**config.mk**
```make
export PLATFORM = sky130hd
export DESIGN_NAME = regfile_mult_sequencer
export DESIGN_NICKNAME = d
export VERILOG_FILES = /design/src/rtl/regfile_mult_sequencer.sv
export SDC_FILE = /design/constraint.sdc
export NUM_CORES = 1
export LEC_CHECK = 0
export CORE_MARGIN = 3
export CORE_UTILIZATION = 40
export CTS_BUF_LIST = sky130_fd_sc_hd__clkbuf_16
export DETAILED_ROUTE_END_ITERATION = 8
export PLACE_DENSITY = 0.66
export SYNTH_ARGS = -nofsm -noshare
export SYNTH_HDL_FRONTEND = slang
export SYNTH_SLANG_ARGS = --single-unit
```
**constraint.sdc**
```tcl
create_clock -name clock -period 3.8 [get_ports clock]
set_input_delay 0.57 -clock clock [delete_from_list [all_inputs] [get_ports clock]]
set_output_delay 0.57 -clock clock [all_outputs]
set_load 0.1 [all_outputs]
```
**src/rtl/regfile_mult_sequencer.sv**
```systemverilog
// Command sequencer for the register-file/multiplier datapath: issues WRITE/MUL
// commands, tracks products through the multiplier and returns them in order.
module regfile_mult_sequencer #(
  parameter int ADDR_W      = 8,
  parameter int DATA_W      = 16,
  parameter int MUL_LATENCY = 3,
  parameter int RSP_DEPTH   = 4
) (
  input  logic              clock,
  input  logic              reset_n,
  input  logic              cmd_valid,
  output logic              cmd_ready,
  input  logic              cmd_op,
  input  logic [ADDR_W-1:0] cmd_addr,
  input  logic [DATA_W-1:0] cmd_data,
  output logic              rsp_valid,
  input  logic              rsp_ready,
  output logic [DATA_W-1:0] rsp_data,
  output logic              w_en_n,
  output logic [ADDR_W-1:0] w_addr,
  output logic [DATA_W-1:0] w_data,
  output logic [ADDR_W-1:0] a_addr,
  output logic [DATA_W-1:0] b_data,
  input  logic [DATA_W-1:0] result,
  output logic              idle
);

  localparam int PIPE_W = MUL_LATENCY + 1;
  localparam int PTR_W  = (RSP_DEPTH > 1) ? $clog2(RSP_DEPTH) : 1;
  localparam int CNT_W  = $clog2(RSP_DEPTH + 1);
  localparam int SUM_W  = $clog2(PIPE_W + RSP_DEPTH + 1);

  function automatic logic [PTR_W-1:0] ptr_inc(input logic [PTR_W-1:0] p);
    return (p == PTR_W'(RSP_DEPTH - 1)) ? '0 : p + PTR_W'(1);
  endfunction

  logic              w_en_n_q, w_en_n_d;
  logic [ADDR_W-1:0] w_addr_q, w_addr_d;
  logic [DATA_W-1:0] w_data_q, w_data_d;
  logic [ADDR_W-1:0] a_addr_q, a_addr_d;
  logic [DATA_W-1:0] b_data_q, b_data_d;
  logic [PIPE_W-1:0] pipe_q, pipe_d;
  logic [PTR_W-1:0]  wr_ptr_q, wr_ptr_d;
  logic [PTR_W-1:0]  rd_ptr_q, rd_ptr_d;
  logic [CNT_W-1:0]  count_q, count_d;
  logic [DATA_W-1:0] fifo_q [RSP_DEPTH];

  logic             cmd_acc, mul_acc, wr_acc, push, pop;
  logic [SUM_W-1:0] inflight;

  assign cmd_acc = cmd_valid && cmd_ready;
  assign mul_acc = cmd_acc && cmd_op;
  assign wr_acc  = cmd_acc && !cmd_op;
  assign push    = pipe_q[MUL_LATENCY];
  assign pop     = rsp_valid && rsp_ready;

  // Credits: every product in the pipe already owns a FIFO slot, so the FIFO
  // can never overflow even though the consumer may stall indefinitely.
  always_comb begin
    inflight = '0;
    for (int i = 0; i < PIPE_W; i++) begin
      inflight = inflight + SUM_W'(pipe_q[i]);
    end
  end

  assign cmd_ready = (inflight + SUM_W'(count_q)) < SUM_W'(RSP_DEPTH);

  always_comb begin
    w_en_n_d = !wr_acc;
    w_addr_d = wr_acc ? cmd_addr : w_addr_q;
    w_data_d = wr_acc ? cmd_data : w_data_q;
    a_addr_d = mul_acc ? cmd_addr : a_addr_q;
    b_data_d = mul_acc ? cmd_data : b_data_q;
    pipe_d   = (pipe_q << 1) | PIPE_W'(mul_acc);
    wr_ptr_d = push ? ptr_inc(wr_ptr_q) : wr_ptr_q;
    rd_ptr_d = pop ? ptr_inc(rd_ptr_q) : rd_ptr_q;
    count_d  = count_q;
    if (push && !pop) begin
      count_d = count_q + CNT_W'(1);
    end else if (pop && !push) begin
      count_d = count_q - CNT_W'(1);
    end
  end

  always_ff @(posedge clock or negedge reset_n) begin
    if (!reset_n) begin
      w_en_n_q <= 1'b1;
      w_addr_q <= '0;
      w_data_q <= '0;
      a_addr_q <= '0;
      b_data_q <= '0;
      pipe_q   <= '0;
      wr_ptr_q <= '0;
      rd_ptr_q <= '0;
      count_q  <= '0;
    end else begin
      w_en_n_q <= w_en_n_d;
      w_addr_q <= w_addr_d;
      w_data_q <= w_data_d;
      a_addr_q <= a_addr_d;
      b_data_q <= b_data_d;
      pipe_q   <= pipe_d;
      wr_ptr_q <= wr_ptr_d;
      rd_ptr_q <= rd_ptr_d;
      count_q  <= count_d;
    end
  end

  // Storage needs no reset: an empty FIFO masks its head to zero.
  always_ff @(posedge clock) begin
    if (push) begin
      fifo_q[wr_ptr_q] <= result;
    end
  end

  assign w_en_n    = w_en_n_q;
  assign w_addr    = w_addr_q;
  assign w_data    = w_data_q;
  assign a_addr    = a_addr_q;
  assign b_data    = b_data_q;
  assign rsp_valid = (count_q != '0);
  assign rsp_data  = rsp_valid ? fifo_q[rd_ptr_q] : '0;
  assign idle      = (pipe_q == '0) && (count_q == '0);

endmodule

```
==> results of run 1 <==
-- Yosys cell counts --
cell type  count  share of area
a21oi_2        1         0.0018
and2_1        20          0.025
buf_12         2         0.0080
buf_2          3         0.0030
buf_6          5          0.011
clkbuf_1       1        0.00075
dfrtp_1       59           0.30
dfstp_2        1         0.0053
edfxtp_1      64           0.38
fa_1           2         0.0080
ha_1           9          0.023
inv_1          7         0.0053
mux2_2        28          0.063
mux2_4        23          0.069
mux4_2        16          0.072
nand2_1        3         0.0023
nor2_1         3         0.0023
nor2_4         1         0.0023
nor4b_1        1         0.0018
o2111a_1       1         0.0023
o2111ai_4      1         0.0053
o21a_1         1         0.0015
o21ai_0        2         0.0020
or3_1          1         0.0013
xnor2_1        1         0.0018
xor2_1         2         0.0035
-- metrics by stage --
step           setup WS [ns]  std cells
2_1_floorplan          0.600        258
3_3_place_gp            1.12        530
3_5_place_dp            1.10        530
4_1_cts                0.831        561
5_1_grt                0.732        561
6_report               0.873        561
-- placed cells by master, fill, tap and decap left out, types with 2 or more instances in the layout --
master / instances
edfxtp_1: 64
xor2_1: 2
buf_4: 22
and2_1: 20
nand2_1: 3
clkinv_1: 3
clkdlybuf4s50_1: 92
ha_1: 9
nor2_1: 3
inv_1: 11
mux2_4: 23
dfrtp_1: 59
fa_1: 2
mux2_2: 28
mux4_2: 16
clkinv_2: 4
clkbuf_16: 17
clkinvlp_4: 2
o21ai_0: 2
-- cell type report --
class                      count  area [um2]
inverter                       7        26.3
clock buffer                  17         425
fill                         981        5400
sequential                   124        3420
timing repair buffer         115        1090
clock inverter                14        91.3
tap                          168         210
multi-input combinational    116        1440
-- cells by family (layout without fill, tap and decap cells) --
kind of cell / after synthesis / after routing / share of synthesized area
flip-flops: 124 / 124 / 0.684
multiplexers: 67 / 67 / 0.204
AND/OR/NAND/NOR: 29 / 29 / 0.0348
buffers and inverters: 18 / 153 / 0.0283
adder cells (fa/ha/maj): 11 / 11 / 0.0305
AO/OA/AOI/OAI: 6 / 6 / 0.0128
XOR/XNOR: 3 / 3 / 0.00525
-- routing by layer --
layer | track usage | part of all wire | vias up
met4 | 0.0637 | 0.016 | 0
met1 | 0.175 | 0.42 | 1287
met3 | 0.0759 | 0.095 | 15
met2 | 0.221 | 0.46 | 108
met5 | 0 | 0 | -
li1 | - | - | 1209
-- worst max-delay path, cell delays in order, from the launching register on --
cell,delay (ns)
dfrtp_1,0.50
fa_1,0.57
ha_1,0.23
a21oi_2,0.22
o21a_1,0.14
buf_4,0.29
-- worst max path at each step --
stage                start     endpoint  slack, ns  depth (start not counted)
2_1_floorplan   count_q[0]         idle       0.60                          3
3_3_place_gp     pipe_q[3]    w_addr[0]       1.12                          5
3_5_place_dp     pipe_q[3]    w_data[7]       1.10                          5
4_1_cts          pipe_q[3]    cmd_ready       0.83                          5
5_1_grt        rd_ptr_q[0]  rsp_data[1]       0.73                          4
6_report         pipe_q[3]    cmd_ready       0.87                          5
-- flip-flops by register name (all words and copies together) (netlist names) --
| register | flops |
|---|---|
| fifo_q | 64 |
| b_data | 16 |
| w_data | 16 |
| a_addr | 8 |
| w_addr | 8 |
| pipe_q | 4 |
| count_q | 3 |
| rd_ptr_q | 2 |
| wr_ptr_q | 2 |
| w_en_n | 1 |
==> out/summary.txt, run 1 <==
outcome: finished, final reports clean
clock latency on the worst-skew pair: 0.41 ns
Worst R2R End: w_data[7]
# H-tree levels: 4
FMAX: 342 MHz
Fin Hold WS: 0.229 ns
drt pass-1 iters: 4
FF+latch count, synth: 124
overall global routing resource usage: 0.146
initial antenna violation count: 0
final net count: 437
r2r setup slk: 1.12 ns
Seq/Total Area, Yosys: 0.684
layout cells sized above 1: 0.303
Avg Cell Area, Syn: 19.4 um2
Initial Utilization: 0.413
Routed Antenna Nets: 0
Post-Syn Area: 5000 um2
DIE AREA: 13900 um2
Hold Buf Count CTS: 0
Clock Skew: 0.00426 ns
number of global-route vias before repair: 2954
first-pass GRT wire length: 15.5 mm
Synth cell types: 26
RSZ-0062 raised after global routing: no
Max Cap Violations: 0
Clock Path Buffers: 2
fin crit period: 2.93 ns
WP data arrival: 2.36 ns
crit path max fanout: 11
FF-to-FF path depth: 5
vias: 2619
RePlAce Congestion: 0.691
PostCTS Resize Cnt: 0
DIE WIDTH: 118 um
Worst Path Required: 3.23 ns
Setup Crit Path Kind: register to primary output
Finished Core Util: 0.554
IO Pins: 113
setup violators final: 0
synth warn: 0
Die Height: 118 um
Iter 0 DRT Violations: 124
total inserted antenna cells: 0
Final Cycle Share: 0.770
clk slew on worst S/H paths: 0.05 ns
crit end category: primary output
Routed WL per cell: 16.8 um
IO buf count: 112
Core ar.: 12100 um2
DR vias/cell: 4.67
Root Buffer: clkbuf_16
Area Growth Syn to Fin: 34.2%
setup TNS: 0 ns
Worst-Margin Slew: 1.00 ns
Finished Cell Area: 6710 um2
Final Hold Vio Count: 0
DRC: 0
Placed Area: 6200 um2
setup bufs post-CTS: 0
Final Max Tran Viols: 0
Net Count, Synth: 314
total CTS buffers: 17
CTS sink cnt: 124
relative slew slack: 0.330
Cells after Synth: 258
dpl hpwl: 6.13 mm
CP startpoint kind: register
WL final: 9.41 mm
GRT Residual Overflow: 0
reg2reg start: pipe_q[3]
Hold Crit Class: primary input to asynchronous set/reset pin
CTS tree: yes
placement row count: 40
largest net degree at the start of global routing: 35
Power of run 1 is not shown: default switching activity piles up to over one toggle a cycle in this logic, so the estimate is an artifact.
==> inputs of run 2 (changes only) <==
Settings changed: PLACE_DENSITY 0.66 to 0.68.
Clock period 3.8 ns to 2.6 ns, I/O delays scaled along.
==> run 2 against run 1 <==
  * First-iteration DRC count down 33%
  * Cell count up 1.6%
  * Global-route usage down 0.098 points
==> out/summary.txt, run 2 (synthesis gave the netlist of run 1 again) <==
Global Route met3 Usage: 0.0682 (-0.00769)
Finished Cell Area: 6980 um2 (+4.0%)
Max Cap Violations: 0 (unchanged)
busiest grt layer: met2
Cell Chain, Critical Path: fa_1, ha_4, a21oi_4, o21a_1, buf_12
crit end category: primary output
Multi-input gate area: 1470 um2 (+2.0%)
number of global-route vias before repair: 2930 (-0.81%)
fill cell count: 963 (-1.8%)
setup violators final: 0 (unchanged)
Root Buffer: clkbuf_16
Initial Utilization: 0.413 (unchanged)
DIE WIDTH: 118 um (unchanged)
final net count: 445 (+1.8%)
critical path buffer and inverter count: 1 (unchanged)
dpl hpwl: 6.22 mm (+1.4%)
outcome: finished, final reports clean
WL final: 9.45 mm (+0.41%)
Iter 0 DRT Violations: 83 (-33%)
IO buf count: 112 (unchanged)
Hold Crit Class: primary input to asynchronous set/reset pin
Largest register FFs: 64 (unchanged)
met2 usage: 0.221 (unchanged)
CTS sink cnt: 124 (unchanged)
Routed Antenna Nets: 0 (unchanged)
reg2reg start: pipe_q[3]
DR vias/cell: 4.67 (about the same)
WP data arrival: 2.11 ns (-0.25 ns)
drt pass-1 iters: 4 (unchanged)
Placed Area: 6410 um2 (+3.5%)
Final Max Tran Viols: 0 (unchanged)
commonest non-fill, non-tap cell in the layout: edfxtp_1
largest net degree at the start of global routing: 61 (+74%)
FMAX: 399 MHz
Area Growth Syn to Fin: 39.5%
DRC: 0 (unchanged)
crit path max fanout: 2 (-9)
fin crit period: 2.50 ns
Top reg by flops: fifo_q
layout cells sized above 1: 0.440 (+0.137)
Die Height: 118 um (unchanged)
first-pass GRT wire length: 15.6 mm (+0.58%)
Final Hold Vio Count: 0 (unchanged)
initial antenna violation count: 0 (unchanged)
Worst path top cell family by delay: adder cells
clock latency on the worst-skew pair: 0.40 ns (about the same)
total inserted antenna cells: 0 (unchanged)
Critical path origin: pipe_q[3]
Worst-Margin Slew: 0.832 ns (-0.169 ns)
GRT Residual Overflow: 0 (unchanged)
Routed WL per cell: 16.6 um (-1.2%)
overall global routing resource usage: 0.145 (-0.000983)
CTS tree: yes
Worst Path Required: 2.21 ns (-1.02 ns)
RSZ-0062 raised after global routing: no
met1 Use GR: 0.183 (+0.00790)
DIE AREA: 13900 um2 (unchanged)
Final Cycle Share: 0.963
Critical-path top delay cell: fa_1
IO Pins: 113 (unchanged)
CP peak stage delay: 0.60 ns (+0.03 ns)
CP startpoint kind: register
# H-tree levels: 4 (unchanged)
total CTS buffers: 17 (unchanged)
placement row count: 40 (unchanged)
Core ar.: 12100 um2 (unchanged)
Hold Buf Count CTS: 0 (unchanged)
sequential cell area: 3420 um2 (unchanged)
Clock Skew: 0.00573 ns (+0.00147 ns)
Setup Crit Path Kind: register to primary output
relative slew slack: 0.445 (+0.115)
most frequent cells in the layout: 64 x edfxtp_1, 59 x dfrtp_1, 57 x buf_4
clk slew on worst S/H paths: 0.05 ns (about the same)
vias: 2661 (+1.6%)
RePlAce Congestion: 0.660 (-4.5%)
Clock Path Buffers: 2 (unchanged)
-- run 2: cell count changes in the layout (fill, tap and decap cells not counted), moves of 2 or more --
cell,before,now
buf_12,0,22
clkinv_2,4,2
clkdlybuf4s50_1,92,43
buf_4,22,57
-- run 2: timing repair --
action,4_1_cts,5_1_grt
resized for setup,1,1
endpoints found under the setup margin,1,1
pin swaps,2,1
setup buffers,1,0
-- run 2: worst reg2reg max path: stages (launching register included) --
cell and delay (ns):
dfrtp_1 0.40, fa_1 0.53, ha_4 0.30, a21oi_4 0.05, buf_4 0.15, o2111ai_4 0.33
buf_12 0.22, mux2_2 0.36
-- run 2: metrics by stage --
stage	utilization	hold slack, ns	setup WS [ns]	cells	TNS (ns)
CTS	0.575	0.155	0.00116	570	0
floorplan	-	0.0944	-0.00881	258	-0.00881
finish	0.576	0.134	0.0968	570	0
global route	0.576	0.198	0.0122	570	0
detailed placement	0.529	0.409	0.182	537	0
global placement	0.529	0.403	0.277	537	0
-- run 2: routing by layer --
| metal | up-vias | part of all wire |
|---|---|---|
| li1 | 1228 | - |
| met1 | 1322 | 0.44 |
| met2 | 101 | 0.47 |
| met3 | 10 | 0.080 |
| met4 | 0 | 0.012 |
| met5 | - | 0 |
-- run 2: path summary, 6_finish.rpt --
check	endpoint	slack [ns]	cells after the start
worst max-delay path	cmd_ready	0.1	5
worst min-delay path	w_addr[6]	0.13	2
worst max register to register	w_addr[6]	0.14	7
worst min register to register	pipe_q[2]	0.42	0
max in group asynchronous	wr_ptr_q[1]	1.95	2
min in group clock	pipe_q[2]	0.42	0
-- run 2: layout make-up --
class	count	area share
clock buffers	18	0.0646
clock inverters	14	0.0129
inverters	7	0.00377
multi-input cells	116	0.211
flip-flops and latches	124	0.491
well taps	168	0.0301
repair buffers	123	0.187
Power of run 2 is left out for the same reason.
